## config.mk

```make
export PLATFORM = sky130hd
export DESIGN_NAME = spi_frame_engine_flat
export DESIGN_NICKNAME = d
export VERILOG_FILES = /design/src/rtl/spi_frame_engine_if.sv /design/src/rtl/spi_frame_engine.sv /design/src/flat_wrapper.sv
export SDC_FILE = /design/constraint.sdc
export NUM_CORES = 1
export LEC_CHECK = 0
export CAP_MARGIN = 20
export CORE_MARGIN = 5
export CORE_UTILIZATION = 50
export CTS_CLUSTER_DIAMETER = 80
export DETAILED_ROUTE_END_ITERATION = 10
export PLACE_DENSITY = 0.76
export RECOVER_POWER = 100
export SYNTH_ARGS = -nofsm -noshare
export SYNTH_HDL_FRONTEND = slang
export SYNTH_SLANG_ARGS = --single-unit
export TNS_END_PERCENT = 30
```

## constraint.sdc

```tcl
create_clock -name clk -period 4.6 [get_ports clk]
set_clock_uncertainty 0.05 [all_clocks]
set_input_delay 0.92 -clock clk [delete_from_list [all_inputs] [get_ports clk]]
set_output_delay 0.92 -clock clk [all_outputs]
set_load 0.03 [all_outputs]
```

## src/rtl/spi_frame_engine_if.sv

```systemverilog
// spi_frame_engine_if: SPI pins plus register-bank strobes of the SPI frame engine.
interface spi_frame_engine_if #(parameter int ADDR_W = 4);
  logic [1:0] mode;
  logic spi_cs_n, spi_clk, spi_mosi, spi_miso;
  logic [ADDR_W-1:0] reg_addr;
  logic [7:0] reg_wdata, reg_rdata;
  logic reg_we, reg_re;
  modport slave (
    input mode, spi_cs_n, spi_clk, spi_mosi, reg_rdata,
    output spi_miso, reg_addr, reg_wdata, reg_we, reg_re
  );
  modport master (
    output mode, spi_cs_n, spi_clk, spi_mosi, reg_rdata,
    input spi_miso, reg_addr, reg_wdata, reg_we, reg_re
  );
endinterface

```

## src/rtl/spi_frame_engine.sv

```systemverilog
// spi_frame_engine: SPI target decoding 2-byte command/data frames into register strobes.
// Defining SPI_AUTOINC_EN enables burst mode with address auto-increment.
module spi_frame_engine #(
  parameter int ADDR_W = 4,
  parameter int REG_WIDTH = 8
) (
  input logic clk,
  input logic rstb,
  input logic ena,
  spi_frame_engine_if.slave bus
);
`ifdef SPI_AUTOINC_EN
  localparam bit AUTOINC = 1'b1;
`else
  localparam bit AUTOINC = 1'b0;
`endif
  typedef enum logic [1:0] {IDLE, CMD, DATA, DONE} state_t;
  state_t state_q, state_d;
  logic sclk_q, rw_q, smp_q, re_q, re_d1_q, we_q;
  logic rw_d, smp_d, re_d, we_d;
  logic [1:0] mode_q, mode_d;
  logic [2:0] cnt_q, cnt_d;
  logic [REG_WIDTH-1:0] rx_q, rx_d, tx_q, tx_d, wdata_q, wdata_d, byte_v;
  logic [ADDR_W-1:0] addr_q, addr_d;
  logic rise, fall, smp_e, sft_e, sample, last, shift;
  // Sampling lands on the falling edge exactly when cpol and cpha differ.
  assign rise = ~bus.spi_cs_n & bus.spi_clk & ~sclk_q;
  assign fall = ~bus.spi_cs_n & ~bus.spi_clk & sclk_q;
  assign smp_e = (mode_q[1] ^ mode_q[0]) ? fall : rise;
  assign sft_e = (mode_q[1] ^ mode_q[0]) ? rise : fall;
  assign sample = smp_e & (state_q == CMD || state_q == DATA);
  assign last = sample & (cnt_q == 3'd7);
  assign byte_v = {rx_q[REG_WIDTH-2:0], bus.spi_mosi};
  assign shift = sft_e & smp_q & (state_q == DATA);
  always_ff @(posedge clk or negedge rstb)
    if (!rstb) state_q <= IDLE;
    else if (ena) state_q <= state_d;
  always_comb begin
    state_d = state_q;
    if (bus.spi_cs_n) state_d = IDLE;
    else if (state_q == IDLE) state_d = CMD;
    else if (last) state_d = (state_q == CMD || AUTOINC) ? DATA : DONE;
  end
  always_comb begin
    bus.spi_miso = (state_q == DATA) & ~rw_q & tx_q[REG_WIDTH-1];
    bus.reg_addr = addr_q;
    bus.reg_wdata = wdata_q;
    bus.reg_we = we_q;
    bus.reg_re = re_q;
  end
  always_comb begin
    mode_d = (state_q == IDLE && !bus.spi_cs_n) ? bus.mode : mode_q;
    cnt_d = bus.spi_cs_n ? 3'd0 : cnt_q + {2'b0, sample};
    rx_d = sample ? byte_v : rx_q;
    rw_d = (last && state_q == CMD) ? byte_v[REG_WIDTH-1] : rw_q;
    re_d = last && (state_q == CMD ? !byte_v[REG_WIDTH-1] : AUTOINC && !rw_q);
    we_d = last && state_q == DATA && rw_q;
    wdata_d = we_d ? byte_v : wdata_q;
    // Writes bump the address after their strobe; burst reads bump it together with the next strobe.
    addr_d = (last && state_q == CMD) ? byte_v[ADDR_W-1:0]
           : (AUTOINC && (we_q || (last && state_q == DATA && !rw_q))) ? addr_q + ADDR_W'(1) : addr_q;
    tx_d = re_d1_q ? bus.reg_rdata : shift ? {tx_q[REG_WIDTH-2:0], 1'b0} : tx_q;
    // The byte-closing sample never arms a shift, so a fresh byte holds its MSB.
    smp_d = (state_q != DATA || re_d1_q || shift) ? 1'b0 : sample ? !last : smp_q;
  end
  always_ff @(posedge clk or negedge rstb)
    if (!rstb) begin
      sclk_q <= 1'b0;
      mode_q <= '0;
      cnt_q <= '0;
      rx_q <= '0;
      tx_q <= '0;
      rw_q <= 1'b0;
      smp_q <= 1'b0;
      re_q <= 1'b0;
      re_d1_q <= 1'b0;
      we_q <= 1'b0;
      wdata_q <= '0;
      addr_q <= '0;
    end else if (ena) begin
      sclk_q <= bus.spi_clk;
      mode_q <= mode_d;
      cnt_q <= cnt_d;
      rx_q <= rx_d;
      tx_q <= tx_d;
      rw_q <= rw_d;
      smp_q <= smp_d;
      re_q <= re_d;
      re_d1_q <= re_q;
      we_q <= we_d;
      wdata_q <= wdata_d;
      addr_q <= addr_d;
    end
endmodule
```

## src/flat_wrapper.sv

```systemverilog
// flat-port wrapper written by rule: the top's interface ports become plain ports
module spi_frame_engine_flat 
#(
  parameter int ADDR_W = 4,
  parameter int REG_WIDTH = 8
)
  (clk, rstb, ena, bus_mode, bus_spi_cs_n, bus_spi_clk, bus_spi_mosi, bus_reg_rdata, bus_spi_miso, bus_reg_addr, bus_reg_wdata, bus_reg_we, bus_reg_re);
  spi_frame_engine_if #(.ADDR_W(ADDR_W)) bus_i ();
  input logic clk;
  input logic rstb;
  input logic ena;
  input wire logic [$bits(bus_i.mode)-1:0] bus_mode;
  input wire logic [$bits(bus_i.spi_cs_n)-1:0] bus_spi_cs_n;
  input wire logic [$bits(bus_i.spi_clk)-1:0] bus_spi_clk;
  input wire logic [$bits(bus_i.spi_mosi)-1:0] bus_spi_mosi;
  input wire logic [$bits(bus_i.reg_rdata)-1:0] bus_reg_rdata;
  output wire logic [$bits(bus_i.spi_miso)-1:0] bus_spi_miso;
  output wire logic [$bits(bus_i.reg_addr)-1:0] bus_reg_addr;
  output wire logic [$bits(bus_i.reg_wdata)-1:0] bus_reg_wdata;
  output wire logic [$bits(bus_i.reg_we)-1:0] bus_reg_we;
  output wire logic [$bits(bus_i.reg_re)-1:0] bus_reg_re;
  assign bus_i.mode = bus_mode;
  assign bus_i.spi_cs_n = bus_spi_cs_n;
  assign bus_i.spi_clk = bus_spi_clk;
  assign bus_i.spi_mosi = bus_spi_mosi;
  assign bus_i.reg_rdata = bus_reg_rdata;
  assign bus_spi_miso = bus_i.spi_miso;
  assign bus_reg_addr = bus_i.reg_addr;
  assign bus_reg_wdata = bus_i.reg_wdata;
  assign bus_reg_we = bus_i.reg_we;
  assign bus_reg_re = bus_i.reg_re;
  spi_frame_engine #(.ADDR_W(ADDR_W), .REG_WIDTH(REG_WIDTH)) u_core (.clk(clk), .rstb(rstb), .ena(ena), .bus(bus_i));
endmodule
```

# == After elaboration in Yosys (flattened, before gate mapping) ==
# Index checks and enable logic that the tools add are counted.
# word_totals
elab_cells,67
output_inout_bits,15
inputBits,16
regBits,40
# classes
bitwise,15
n_eq_ne,4
addsub,1
n_reduce_logical,22
mux,12
# op_table
op,n
$mux W8,2
$reduce_and A2 Y1,7
$and A1 B1 Y1,10
$mux W1,6
$mux W2,3
$logic_and A1 B1 Y1,5
$not A1 Y1,4
$reduce_bool A2 Y1,2
$add A3 B1 Y3,1
$eq A3 B3 Y1 const B,1
$logic_not A1 Y1,3
$logic_or A1 B1 Y1,3
$mux W3,1
$reduce_bool A3 Y1,1
$eq A2 B1 Y1 const B,1
$eq A2 B2 Y1 const B,1
$logic_not A2 Y1,1
$ne A2 B2 Y1 const B,1
$xor A1 B1 Y1,1

# == Depth between registers and ports, before layout ==
# Gate-level depths: netlist of run 1.
# logic_depth
ltp_word,9
mapped_depth,9
mapped_depth_nobuf,9

# == Least setup slack after synthesis of run 1 ==
# No wires, ideal clock.
# synth_path
path_type,input to register
start,input bus_spi_cs_n
end,register u_core.wdata_q[5] (netlist: u_core.bus.reg_wdata[5])
path_stages,7
required_time_ns,4.425
arrival_time_ns,2.343
setup_time_ns,0.125
n_path_buf,2
setup_slack_ns,2.082
cell_sequence,buf_2 -> and4bb_1 -> mux2_2 -> and4_1 -> buf_4 -> nand4_4 -> mux2_2
# synth_between
elab_chain_cells,9
elab_cells_between_ends,11
cone_classes,mux: 1; bitwise: 7; reduce/logical: 3
# synth_rtl
element,line_no,source
from (decl),flat_wrapper.sv:13,input wire logic [$bits(bus_i.spi_cs_n)-1:0] bus_spi_cs_n;
$not A1 Y1 (*),"spi_frame_engine.sv:27, spi_frame_engine.sv:28",
"$and A1 B1 Y1, on equally long branches (2 in series)","spi_frame_engine.sv:27, spi_frame_engine.sv:28",
$mux W1 (*),spi_frame_engine.sv:29,assign smp_e = (mode_q[1] ^ mode_q[0]) ? fall : rise;
$and A1 B1 Y1 (*),spi_frame_engine.sv:31,assign sample = smp_e & (state_q == CMD || state_q == DATA);
$and A1 B1 Y1 (*),spi_frame_engine.sv:32,assign last = sample & (cnt_q == 3'd7);
$logic_and A1 B1 Y1 (*) (2 in series),spi_frame_engine.sv:57,we_d = last && state_q == DATA && rw_q;
$reduce_and A2 Y1 (no line) (*),--,
to (signal assigned),spi_frame_engine.sv:91,wdata_q <= wdata_d;
to (decl),spi_frame_engine.sv:23,"logic [REG_WIDTH-1:0] rx_q, rx_d, tx_q, tx_d, wdata_q, wdata_d, byte_v;"
# Every way passes the cells marked *; elsewhere a longest branch is shown, timed or not.
# A chain may end at the register's enable or synchronous reset.

# == Final worst setup path of run 1 ==
# layout_path
start,input bus_spi_cs_n
end,register u_core.wdata_q[3] (netlist: u_core.bus.reg_wdata[3])
# Same word-level chain as after synthesis.

==> results.json, run 1 <==
{
  "p_clk_frac": 0.354,
  "cts_tree": "yes",
  "critPathLaunch": "bus_spi_cs_n",
  "final_util": 0.631,
  "pwr-share-comb": 0.155,
  "grt_overflow": 0,
  "critPathMostFrequentCell": "mux2_1",
  "p_sw_mw": 0.220,
  "internal_power_mw": 0.623,
  "yosys.cell_types.count": 31,
  "clock_latency_ns": 0.30,
  "row_count": 22,
  "min_period_ns": 3.14,
  "fin_cells": 223,
  "cp_cell_sequence": "dlygate4sd3_1, and4bb_1, mux2_1, and4_1, nand4_1, mux2_1",
  "num_vias": 1206,
  "grt_pass1_vias": 1316,
  "die_w_um": 71.2,
  "swShare": 0.261,
  "numCtsBuffers": 5,
  "post-cts-setup-buffers": 0,
  "grtUsageTotal": 0.154,
  "rrSetupSlack_ns": 2.00,
  "hold_depth": 1,
  "hp-class": "flop to flop",
  "placed_cells": 215,
  "area_growth_pct": 22.5,
  "slew_headroom": -0.424,
  "wl_um": 3570,
  "coreArea_um2": 3630,
  "crit_path_max_fanout": 10,
  "pwr-share-seq": 0.492,
  "yosysTopAreaCellShare": 0.535,
  "hold_end": "u_core.bus.reg_wdata[1]",
  "p_leak_nw": 1.13,
  "die_height_um": 71.2,
  "avgSynthCellArea_um2": 13.2,
  "place_hpwl_um": 2540,
  "powerDensity_nw_per_um2": 367,
  "antenna_found_initial": 0,
  "syn_nets": 164,
  "crit_path_start_kind": "input port",
  "grt_pass1_wl_um": 6190,
  "drc_errors": 0,
  "dr.first_iter.drc_count": 59,
  "status": "complete, but fails checks",
  "whs_ns": 0.443,
  "dpl-instance-area_um2": 2200,
  "tightest_slew_ns": 2.14,
  "drive_gt1_frac": 0.234,
  "antenna_cells": 0,
  "maxSlewViolCount": 41,
  "tns_ns": 0,
  "violations": "max-capacitance violations, max-slew violations",
  "critPathRequiredTime_ns": 4.74,
  "drtPass1Iterations": 4,
  "ys_warn_count": 0,
  "cts-root-buf": "clkbuf_8",
  "ctsHoldBuffers": 0,
  "slowest_delay_ns": 0.67,
  "period_share": 0.684,
  "cts_max_level": 2,
  "syn_inst": 142,
  "cts_num_sinks": 40,
  "design_area_um2": 2290,
  "post_drt_via_cell_ratio": 5.41,
  "drv_cap": 1,
  "cp_data_arrival_time_ns": 3.29,
  "path_clk_slew_ns": 0.09,
  "max_freq_ghz": 0.318,
  "io_pins": 31,
  "start_util": 0.515,
  "timing.rr.end": "u_core.bus.reg_wdata[3]",
  "synth_largest_area_cell": "dfrtp_1",
  "ir_drop_uv": 243,
  "timing.rr.start": "u_core.state_q[0]",
  "yosysSeqAreaShare": 0.535,
  "setup_viol": 0,
  "worstHoldStart": "u_core.bus.reg_wdata[1]",
  "synth.area.top_cells": "dfrtp_1 (53%), mux2_2 (20%), ha_1 (4.0%), mux2_1 (3.6%), inv_1 (1.8%)",
  "worst-setup-path-type": "input port to flop",
  "portBuffers": 30,
  "cts_resized": 0,
  "dieArea_um2": 5070,
  "crit_slowest_cell": "dlygate4sd3_1",
  "ff2ff_path_depth": 7,
  "cts_buffer_depth": 2,
  "synth-seq-cells": 40,
  "rsz0062_at_grt": "false",
  "netlist_area_um2": 1870,
  "nets": 196,
  "critPathCaptureType": "flop",
  "grt_max_degree": 41,
  "ant_nets": 0,
  "final_hold_viol_count": 0,
  "gp_congestion": 0.821,
  "wl_per_cell_um": 16.0
}
metal layers:
layer | share of wire | vias to the layer above | GRT usage
li1 | - | 563 | -
met1 | 0.46 | 610 | 0.193
met2 | 0.46 | 30 | 0.246
met3 | 0.062 | 3 | 0.0582
met4 | 0.012 | 0 | 0.0501
met5 | 0 | - | 0
power by group through the flow:
stage	Clock, mW	Combinational [mW]	Sequential (mW)
2_1_floorplan	0	0.0949	0.414
3_3_place_gp	0	0.128	0.419
3_5_place_dp	0	0.135	0.422
4_1_cts	0.304	0.135	0.415
5_1_grt	0.316	0.147	0.420
6_report	0.298	0.131	0.414
cells in the mapped netlist, drive strengths merged:
master and count:
nor2 4, o22ai 1, inv 9, mux2 39, a21oi 1, nand3b 1, o21ai 7, a311oi 1
nand4 2, xnor2 1, nand4b 1, buf 3, a32o 1, and4 1, and4bb 2, nand3 1
a21o 1, nand2 9, mux2i 3, nor2b 3, nor3 1, o21a 1, o311ai 1, clkbuf 2
ha 6, dfrtp 40
per-stage QoR:
stage               worst slack (ns)  total power [mW]
floorplan                       2.08             0.508
global placement                1.52             0.546
detailed placement              1.41             0.556
CTS                             1.59             0.854
global route                    1.29             0.884
finish                          1.46             0.843
placed cells by master, fill, tap and decap left out, types with 2 or more instances in the layout:
cell             instances
and4bb_1                 2
clkbuf_8                 5
clkdlybuf4s50_1         12
dfrtp_1                 40
dlygate4sd3_1           17
ha_1                     6
inv_1                    9
mux2_1                   7
mux2_2                  32
mux2i_1                  3
nand2_1                  9
nand4_1                  2
nor2_1                   4
nor2b_1                  3
o21ai_0                  7
critical path, delay by kind of cell:
kind	cells	cell delay (ns)
buffers and inverters	1	0.67
muxes	2	0.65
and+or+nand+nor	3	1.04
state kept, by name (all words and copies together) (netlist names):
register,cells
u_core.bus.reg_addr,4
u_core.bus.reg_re,1
u_core.bus.reg_wdata,8
u_core.bus.reg_we,1
u_core.cnt_q,3
u_core.mode_q,2
u_core.re_d1_q,1
u_core.rw_q,1
u_core.rx_q,7
u_core.sclk_q,1
u_core.smp_q,1
u_core.state_q,2
u_core.tx_q,8
kinds of logic (layout without fill, tap and decap cells):
| kind of cell | count (synthesis) | after routing | share of synthesized area |
|---|---|---|---|
| xor+xnor | 1 | 1 | 0.00869 |
| flops | 40 | 40 | 0.535 |
| simple gates | 25 | 25 | 0.0856 |
| buf+inv | 14 | 47 | 0.0307 |
| fa+ha+maj | 6 | 6 | 0.0401 |
| compound gates | 14 | 14 | 0.0495 |
| mux | 42 | 42 | 0.251 |
area by class of cell:
cell class	count	area, um^2
timing repair buffer	30	294
inverter	9	33.8
tap	48	60.1
sequential	40	1000
clock inverter	3	46.3
clock buffer	5	68.8
fill	294	1340
multi-input combinational	88	790
worst max path at each step:
| stage | endpoint | slack, ns | cells after the start |
|---|---|---|---|
| after floorplan | u_core.bus.reg_wdata[5] | 2.08 | 7 |
| after global routing | u_core.bus.reg_wdata[3] | 1.29 | 6 |
| after CTS | bus_spi_miso | 1.59 | 5 |
| after global placement | u_core.bus.reg_wdata[4] | 1.52 | 6 |
| after detailed placement | u_core.bus.reg_wdata[3] | 1.41 | 6 |
| final | u_core.bus.reg_wdata[3] | 1.46 | 6 |
Note: power is estimated with default switching activity, not from simulation.
==> run 2: changes to the inputs <==
--- a/config.mk
+++ b/config.mk
@@ -7,10 +7,10 @@
 export LEC_CHECK = 0
 export CAP_MARGIN = 20
 export CORE_MARGIN = 5
-export CORE_UTILIZATION = 50
+export CORE_UTILIZATION = 47
 export CTS_CLUSTER_DIAMETER = 80
 export DETAILED_ROUTE_END_ITERATION = 10
-export PLACE_DENSITY = 0.76
+export PLACE_DENSITY = 0.75
 export RECOVER_POWER = 100
 export SYNTH_ARGS = -nofsm -noshare
 export SYNTH_HDL_FRONTEND = slang
==> constraint.sdc (replaced) <==
create_clock -name clk -period 2.82 [get_ports clk]
set_clock_uncertainty 0.05 [all_clocks]
set_input_delay 0.564 -clock clk [delete_from_list [all_inputs] [get_ports clk]]
set_output_delay 0.564 -clock clk [all_outputs]
set_load 0.03 [all_outputs]
==> results.json, run 2 (synthesis gave the netlist of run 1 again) <==
{
  "cts_num_sinks": 40,
  "whs_ns": 0.446,
  "path_depth": 5,
  "ant_nets": 0,
  "use_met1": 0.165,
  "die_height_um": 73.1,
  "powerDensity_nw_per_um2": 578,
  "ff2ff_path_depth": 7,
  "die_w_um": 73.1,
  "rsz0062_at_grt": "false",
  "swShare": 0.240,
  "critPathBufInv": 2,
  "maxSlewViolCount": 41,
  "timing.rr.end": "u_core.bus.reg_wdata[1]",
  "cts_max_level": 2,
  "layout_setup_ws_ns": 0.196,
  "hp-class": "flop to flop",
  "nets": 199,
  "cp_cell_sequence": "inv_1, ha_1, nand2_1, nor2_1, dlygate4sd3_1",
  "timing.rr.start": "u_core.state_q[0]",
  "use_met3": 0.0537,
  "post-cts-setup-buffers": 0,
  "slowest_delay_ns": 0.75,
  "cts_tree": "yes",
  "pwr-share-seq": 0.506,
  "p_leak_nw": 1.14,
  "final_cell_mix": "dfrtp_1 (40), mux2_2 (32), dlygate4sd3_1 (16), clkdlybuf4s50_1 (13)",
  "final_common_cell": "dfrtp_1",
  "wl_um": 3430,
  "drv_cap": 1,
  "drive_gt1_frac": 0.236,
  "grt_max_degree": 41,
  "start_util": 0.475,
  "pwr-share-comb": 0.158,
  "critPathCaptureType": "primary output",
  "crit_path_start_kind": "flop",
  "tns_ns": 0,
  "grt_pass1_vias": 1230,
  "io_pins": 31,
  "violations": "max-capacitance violations, max-slew violations",
  "gp_congestion": 0.830,
  "antenna_found_initial": 0,
  "cp_data_arrival_time_ns": 2.01,
  "crit_slowest_cell": "dlygate4sd3_1",
  "max_freq_ghz": 0.381,
  "drc_errors": 0,
  "fin_cells": 228,
  "status": "complete, but fails checks",
  "row_count": 23,
  "grt.busiest_layer": "met2",
  "grt_pass1_wl_um": 5750,
  "path_clk_slew_ns": 0.08,
  "post_drt_via_cell_ratio": 5.14,
  "antenna_cells": 0,
  "finalPower_mw": 1.33,
  "cts_buffer_depth": 2,
  "coreArea_um2": 3940,
  "drtPass1Iterations": 3,
  "num_vias": 1171,
  "area_growth_pct": 23.3,
  "internal_power_mw": 1.01,
  "portBuffers": 30,
  "tightest_slew_ns": 2.07,
  "setup_viol": 0,
  "ir_drop_uv": 380,
  "placed_cells": 220,
  "final_hold_viol_count": 0,
  "crit_family": "buffers and inverters",
  "place_hpwl_um": 2570,
  "dp_slack_ns": 0.159,
  "rrSetupSlack_ns": 0.22,
  "critPathLaunch": "u_core.state_q[0]",
  "crit_end": "bus_spi_miso",
  "wl_per_cell_um": 15.1,
  "p_clk_frac": 0.336,
  "crit_path_max_fanout": 5,
  "worst-setup-path-type": "flop to primary output",
  "cts-root-buf": "clkbuf_8",
  "dieArea_um2": 5340,
  "critPathRequiredTime_ns": 2.21,
  "min_period_ns": 2.62,
  "slew_headroom": -0.381,
  "clock_latency_ns": 0.28,
  "dr.first_iter.drc_count": 31,
  "ctsHoldBuffers": 0,
  "numCtsBuffers": 5,
  "cts_resized": 0,
  "p_sw_mw": 0.320,
  "grtUsageTotal": 0.141,
  "period_share": 0.931,
  "grt_overflow": 0,
  "use_met2": 0.243
}
==> run 2: cell types whose count changed in the layout (fill, tap and decap cells not counted) <==
cell	previous run	this run
clkbuf_1	1	3
buf_4	0	2
clkdlybuf4s50_1	12	13
inv_6	1	0
clkinv_2	0	1
clkinvlp_4	1	0
dlygate4sd3_1	17	16
==> run 2: final cells by class <==
type / instances / area, um^2
clock buffers: 6 / 72.6
clock inverters: 2 / 35.0
fillers: 335 / 1640
inverters: 9 / 33.8
multi-input cells: 88 / 790
flip-flops and latches: 40 / 1000
well taps: 50 / 62.6
repair buffers: 33 / 313
==> run 2: worst reg2reg max path, cell delays in order (launching register included) <==
cell      delay [ns]
dfrtp_1         0.43
inv_1           0.09
ha_1            0.30
and4bb_1        0.20
mux2_1          0.19
and4_1          0.31
nand4_1         0.44
mux2_1          0.48
==> run 2: through the flow <==
stage | util | instance area, um^2
final | 0.585 | 2310
after global routing | 0.585 | 2310
after CTS | 0.593 | 2340
after detailed placement | 0.565 | 2230
after global placement | 0.565 | 2230
after floorplan | - | 1870
==> run 2: worst min-delay path by stage <==
stage / from / to / slack (ns) / cells past startpoint
5_1_grt: u_core.bus.reg_wdata[3] / u_core.bus.reg_wdata[3] / 0.46 / 1
6_report: u_core.bus.reg_wdata[3] / u_core.bus.reg_wdata[3] / 0.45 / 1
3_3_place_gp: u_core.tx_q[0] / u_core.tx_q[0] / 0.42 / 1
3_5_place_dp: u_core.bus.reg_wdata[2] / u_core.bus.reg_wdata[2] / 0.43 / 1
2_1_floorplan: rstb / u_core.bus.reg_addr[0] / 0.22 / 0
4_1_cts: rstb / u_core.tx_q[2] / 0.36 / 1
==> run 2: power groups by stage <==
stage	sequential (mW)	combinational (mW)	clock (mW)
2_1_floorplan	0.675	0.155	0
3_3_place_gp	0.683	0.208	0
3_5_place_dp	0.688	0.218	0
4_1_cts	0.677	0.219	0.460
5_1_grt	0.684	0.232	0.481
6_report	0.676	0.210	0.449
==> run 2: per-layer routing <==
metal,up-vias,routed length [um],share of wire
met5,-,0,0
met4,0,24,0.0070
met3,4,185,0.054
met2,24,1780,0.52
met1,568,1440,0.42
li1,575,-,-
